File: config.mk
export PLATFORM = sky130hd
export DESIGN_NAME = row_clear_engine
export DESIGN_NICKNAME = d
export VERILOG_FILES = /design/src/rtl/tetris_pkg.sv /design/src/rtl/row_shifter.sv /design/src/rtl/row_clear_engine.sv
export SDC_FILE = /design/constraint.sdc
export NUM_CORES = 2
export LEC_CHECK = 0
export CELL_PAD_IN_SITES_DETAIL_PLACEMENT = 0
export CELL_PAD_IN_SITES_GLOBAL_PLACEMENT = 1
export CORE_AREA = 3 3 634 636
export CTS_BUF_LIST = sky130_fd_sc_hd__clkbuf_2 sky130_fd_sc_hd__clkbuf_4 sky130_fd_sc_hd__clkbuf_8
export CTS_CLUSTER_DIAMETER = 60
export DETAILED_ROUTE_END_ITERATION = 12
export DIE_AREA = 0 0 637 639
export PLACE_DENSITY_LB_ADDON = 0.1
export RECOVER_POWER = 100
export SYNTH_ARGS = -nofsm -noshare
export SYNTH_HDL_FRONTEND = slang
export SYNTH_HIERARCHICAL = 1
export SYNTH_SLANG_ARGS = --single-unit
export TNS_END_PERCENT = 100
File: constraint.sdc
create_clock -name clk -period 51.3 [get_ports clk]
set_input_delay 7.695 -clock clk [delete_from_list [all_inputs] [get_ports clk]]
set_output_delay 7.695 -clock clk [all_outputs]
set_load 0.01 [all_outputs]
File: src/rtl/tetris_pkg.sv
// Shared Tetris datapath definitions: board geometry, cell layout, row-clear
// FSM encoding and row helpers used by the writer and the display side.
package tetris_pkg;

  localparam int ROWS    = 20;
  localparam int COLS    = 10;
  localparam int CELL_W  = 4;
  localparam int ROW_W   = COLS * CELL_W;
  localparam int BOARD_W = ROWS * ROW_W;

  localparam int IDX_W   = 5;
  localparam int LINES_W = 5;
  localparam int SCORE_W = 14;

  // Cell bit-field offsets: occupied flag followed by the colour bits.
  localparam int OCC = 0;
  localparam int C2  = 1;
  localparam int C1  = 2;
  localparam int C0  = 3;

  typedef enum logic [1:0] {
    IDLE = 2'd0,
    SCAN = 2'd1,
    DONE = 2'd2
  } rce_state_t;

  // Lowest bit index of row r inside the flat board vector.
  function automatic logic [9:0] row_slice(input logic [IDX_W-1:0] r);
    return 10'(r) * 10'(ROW_W);
  endfunction

  // A row is full when every cell's occupied bit is set; colour is ignored.
  function automatic logic row_full(input logic [ROW_W-1:0] row);
    logic f;
    f = 1'b1;
    for (int c = 0; c < COLS; c++) begin
      f = f & row[c*CELL_W + OCC];
    end
    return f;
  endfunction

  // True when any cell of the row is occupied.
  function automatic logic row_any(input logic [ROW_W-1:0] row);
    logic a;
    a = 1'b0;
    for (int c = 0; c < COLS; c++) begin
      a = a | row[c*CELL_W + OCC];
    end
    return a;
  endfunction

  // Triangular score: n*(n+1)/2, at most 210 for n = 20.
  function automatic logic [SCORE_W-1:0] score_of(input logic [LINES_W-1:0] n);
    logic [SCORE_W-1:0] w;
    w = {{(SCORE_W-LINES_W){1'b0}}, n};
    return (w * (w + 14'd1)) >> 1;
  endfunction

endpackage

File: src/rtl/row_shifter.sv
// Removes row idx from the board: rows 1..idx take the row above them and
// row 0 becomes empty. Rows below idx pass through bit-exact.
module row_shifter
  import tetris_pkg::*;
(
  input  logic [BOARD_W-1:0] board_i,
  input  logic [IDX_W-1:0]   idx_i,
  output logic [BOARD_W-1:0] board_o
);

  genvar r;
  generate
    for (r = 0; r < ROWS; r++) begin : g_row
      if (r == 0) begin : g_top
        // Row 0 always receives an empty row after a removal.
        assign board_o[ROW_W-1:0] = {ROW_W{1'b0}};
      end else begin : g_body
        // Rows at or above the removed row drop by one; others are untouched.
        assign board_o[r*ROW_W +: ROW_W] = (IDX_W'(r) <= idx_i)
                                           ? board_i[(r-1)*ROW_W +: ROW_W]
                                           : board_i[r*ROW_W +: ROW_W];
      end
    end
  endgenerate

endmodule

File: src/rtl/row_clear_engine.sv
// Row-clear engine: on a lock event, scans the board bottom-up one row per
// cycle, removes full rows (retesting the same index after each removal) and
// publishes the compacted board, line count and score increment.
module row_clear_engine
  import tetris_pkg::*;
(
  input  logic               clk,
  input  logic               rst,
  input  logic               start,
  input  logic [BOARD_W-1:0] board_in,
  output logic               busy,
  output logic               done,
  output logic [BOARD_W-1:0] board_out,
  output logic [LINES_W-1:0] lines_cleared,
  output logic [SCORE_W-1:0] score_add,
  output logic               top_occupied
);

  rce_state_t         state_q, state_d;
  logic [BOARD_W-1:0] work_q, work_d;
  logic [IDX_W-1:0]   idx_q, idx_d;
  logic [LINES_W-1:0] lines_q, lines_d;
  logic               busy_q, busy_d;
  logic               done_q, done_d;
  logic [BOARD_W-1:0] board_out_q, board_out_d;
  logic [LINES_W-1:0] lines_cleared_q, lines_cleared_d;
  logic [SCORE_W-1:0] score_add_q, score_add_d;
  logic               top_occ_q, top_occ_d;

  logic [BOARD_W-1:0] shifted_s;
  logic [ROW_W-1:0]   cur_row_s;

  row_shifter u_row_shifter (
    .board_i (work_q),
    .idx_i   (idx_q),
    .board_o (shifted_s)
  );

  // Row currently under test.
  assign cur_row_s = work_q[row_slice(idx_q) +: ROW_W];

  // Next-state and output-register computation; every register holds by default.
  always_comb begin
    state_d         = state_q;
    work_d          = work_q;
    idx_d           = idx_q;
    lines_d         = lines_q;
    busy_d          = busy_q;
    done_d          = 1'b0;
    board_out_d     = board_out_q;
    lines_cleared_d = lines_cleared_q;
    score_add_d     = score_add_q;
    top_occ_d       = top_occ_q;

    case (state_q)
      IDLE: begin
        if (start) begin
          work_d  = board_in;
          idx_d   = IDX_W'(ROWS - 1);
          lines_d = {LINES_W{1'b0}};
          busy_d  = 1'b1;
          state_d = SCAN;
        end else begin
          state_d = IDLE;
        end
      end
      SCAN: begin
        if (row_full(cur_row_s)) begin
          // Remove the row; the row that drops into idx is retested next cycle.
          work_d = shifted_s;
          if (lines_q != LINES_W'(ROWS)) begin
            lines_d = lines_q + 5'd1;
          end else begin
            lines_d = lines_q;
          end
        end else if (idx_q == {IDX_W{1'b0}}) begin
          // Scan complete: register the results so they appear with done.
          state_d         = DONE;
          busy_d          = 1'b0;
          done_d          = 1'b1;
          board_out_d     = work_q;
          lines_cleared_d = lines_q;
          score_add_d     = score_of(lines_q);
          top_occ_d       = row_any(work_q[ROW_W-1:0]);
        end else begin
          idx_d = idx_q - 5'd1;
        end
      end
      DONE: begin
        state_d = IDLE;
      end
      default: begin
        state_d = IDLE;
        busy_d  = 1'b0;
      end
    endcase
  end

  // State and output registers with asynchronous clear.
  always_ff @(posedge clk or posedge rst) begin
    if (rst) begin
      state_q         <= IDLE;
      work_q          <= {BOARD_W{1'b0}};
      idx_q           <= {IDX_W{1'b0}};
      lines_q         <= {LINES_W{1'b0}};
      busy_q          <= 1'b0;
      done_q          <= 1'b0;
      board_out_q     <= {BOARD_W{1'b0}};
      lines_cleared_q <= {LINES_W{1'b0}};
      score_add_q     <= {SCORE_W{1'b0}};
      top_occ_q       <= 1'b0;
    end else begin
      state_q         <= state_d;
      work_q          <= work_d;
      idx_q           <= idx_d;
      lines_q         <= lines_d;
      busy_q          <= busy_d;
      done_q          <= done_d;
      board_out_q     <= board_out_d;
      lines_cleared_q <= lines_cleared_d;
      score_add_q     <= score_add_d;
      top_occ_q       <= top_occ_d;
    end
  end

  assign busy          = busy_q;
  assign done          = done_q;
  assign board_out     = board_out_q;
  assign lines_cleared = lines_cleared_q;
  assign score_add     = score_add_q;
  assign top_occupied  = top_occ_q;

endmodule

==> results.yml <==
sta:
  fin_skew_ns: 0.0977
  whs_ns: 0.476
  relSlewSlack_pct: -551
  rsz0062_at_grt: "false"
  setup_violations: 0
  finalMaxSlewViolations: 3922
  setup_ws_ns: 23.21
  finalCriticalPeriod_ns: 28.09
  fin_tns_setup_ns: 0
  timing.final.crit_share_pct: 54.8
  worst_pin_slew_ns: 9.76
  hold_viol_final: 0
  fmax_ghz: 0.0356
global_routing:
  antenna_found_initial: 251
  grt_first_pass_wirelength_um: 597000
  grt_pass1_vias: 67120
  gr-total-overflow: 0
  track_usage_pct: 20.9
  grt_max_degree: 207
route:
  vias: 64433
  drc: 0
  wl_per_cell_um: 30.8
  first_pass_iters: 8
  drt_wl_total_um: 439000
  routed_via_density: 4.52
  drtIter0Drc: 3324
  drtAntennaViolNets: 0
layout:
  fin_nets: 9548
  fillCellCount: 40964
  regArea_um2: 40800
  drive_gt1_share_pct: 20.3
  area_growth_pct: 31.5
  final_cell_area_um2: 114000
  multi_input_comb_area_um2: 41600
  fin_cells: 14257
synth:
  synth_edf_count: 0
  synth_top_area_share_pct: 47.2
  synth.avg_cell_area_um2: 12.1
  ys_ff_latch: 1630
  synth_cell_types: 86
  yosys.area.top_type: "dfrtp_1"
  netlist_top_cells_count: "1630 x dfrtp_1, 940 x nand2_1, 933 x mux2_2"
  yosysMostFrequentCell: "dfrtp_1"
  yosysSeqAreaShare_pct: 47.2
  synthArstFlopShare_pct: 100
  synthFlopType: "dfrtp_1"
  synthTopCellsByArea: "dfrtp_1 47%, mux2_2 12%, mux2i_1 10%"
  syn_area_um2: 86500
  synthCells: 7153
  ys_warn_count: 6
critical_path:
  crit_path_max_fanout: 139
  reg2regPathDepth: 15
  cp.arrival_ns: 27.28
  end_kind: "async pin"
  r2r_end: "work_q[311]$_DFFE_PP0P_"
  regToRegSetupSlack_ns: 28.21
  cp-start-kind: "primary input"
  critPathKind: "in2async"
  cp.required_ns: 50.49
  rr_startpoint: "idx_q[1]$_DFFE_PP0P_"
status:
  violations: "capacitance limit, slew limit"
  outcome: "finished, violations left"
floorplanning:
  initial_utilization_pct: 21.8
  dieHeight_um: 639
  dieArea_um2: 407000
  io_pins: 1625
  num_rows: 231
  die_x_um: 637
  core-area_um2: 396000
place:
  dpl_worst_slack_ns: 37.41
  post_dp_cell_area_um2: 107000
  dp.cells: 13590
  dp_hpwl_um: 327000
  port_buffers: 1620
  gp_congestion: 0.818
clock_network:
  cts_resized: 0
  cts_setup_buffers: 0
  htreeDepth: 5
  root_buffer: "clkbuf_8"
  clk_pin_slew_ns: 0.05
  clk_latency_ns: 1.10
  numClockSinks: 1630
  clockBufferDepth: 4
  cts_tree: "yes"
  ctsHoldBuffers: 0
  cts-buffers-inserted: 348
min_path:
  hold_path.class: "reg2reg"
  holdPathEnd: "board_out[620]$_DFFE_PP0P_"
  min_path_cells: 1
  hp-start: "board_out[620]$_DFFE_PP0P_"
power_and_ir_drop:
  powerDensity_nw_per_um2: 69.2
  cellLeakagePower_nw: 55.1
  ir_worst_vdd_v: 0.0000712
flow_run:
  drv_cap: 50
==> how the worst max path moves through the flow <==
stage               from                    endpoint  slack [ns]  cells after the start
CTS                  rst   board_out[95]$_DFFE_PP0P_       38.65                      9
detailed placement   rst  board_out[126]$_DFFE_PP0P_       37.41                      9
global placement     rst  board_out[127]$_DFFE_PP0P_       37.42                      9
finish               rst      work_q[35]$_DFFE_PP0P_       23.21                      8
global route         rst      work_q[35]$_DFFE_PP0P_       19.15                      8
floorplan            rst    board_out[0]$_DFFE_PP0P_       21.01                      1
==> state kept, by name, indices dropped and copies added, names as in the netlist <==
register	cells
idx_q	5
busy	1
board_out	800
lines_cleared	5
top_occupied	1
state_q	2
lines_q	5
score_add	10
work_q	800
done	1
==> layer usage <==
| layer | routed length (um) | GRT usage (%) |
|---|---|---|
| met5 | 851 | 0 |
| met4 | 11900 | 5.69 |
| met3 | 30200 | 6.32 |
| met2 | 222000 | 36.9 |
| met1 | 174000 | 24.4 |
==> worst max-delay path, cell delays in order <==
cell and delay [ns]:
dlygate4sd3_1 0.57, clkinvlp_4 0.07, clkbuf_1 2.19, clkbuf_1 2.49, clkbuf_1 2.09, clkbuf_1 1.49
clkbuf_1 4.39, clkbuf_1 5.74
==> where the power goes <==
part / internal, mW / leakage [nW] / switching (mW)
registers: 1.81 / 21.4 / 0.737
clock network: 0.874 / 3.94 / 0.670
logic: 1.74 / 29.8 / 2.05
==> area by class of cell <==
cell class / count / area share, %
clock buffers: 541 / 5.93
inverters: 43 / 0.146
well taps: 5242 / 5.77
clock inverters: 61 / 0.600
diodes: 65 / 0.143
multi-input cells: 4945 / 36.6
flip-flops and latches: 1630 / 35.9
repair buffers: 1730 / 14.9
==> logic make-up after synthesis <==
kind of cell,Yosys count,synth area share (%)
mux,2605,35.0
flops,1630,47.2
simple gates,1177,5.61
compound gates,1061,6.79
buf+inv,620,4.57
fa+ha+maj,47,0.793
xor+xnor,11,0.111
other cells,2,0.00868
==> through the flow <==
step	total power [mW]	util (%)
4_1_cts	8.22	28.9
3_3_place_gp	6.57	27.0
6_report	7.87	28.7
5_1_grt	8.43	28.7
3_5_place_dp	6.62	27.0
2_1_floorplan	4.67	-
==> cells in the final DEF, fill, tap and decap left out, types with 33 or more instances in the layout <==
| cell type | count |
|---|---|
| conb_1 | 44 |
| clkbuf_8 | 429 |
| dfrtp_1 | 1626 |
| a21oi_1 | 48 |
| clkbuf_1 | 48 |
| mux2_1 | 602 |
| dlygate4sd3_1 | 820 |
| mux4_2 | 118 |
| mux2_2 | 933 |
| nand2_1 | 939 |
| mux2i_1 | 899 |
| clkdlybuf4s50_1 | 800 |
| diode_2 | 65 |
| o21ai_0 | 822 |
| ha_1 | 33 |
| mux2_4 | 51 |
| clkbuf_4 | 112 |
| nor2_1 | 44 |
| nand3_1 | 70 |
| inv_1 | 39 |
| buf_4 | 54 |
Note: power is estimated with default switching activity, not from simulation.
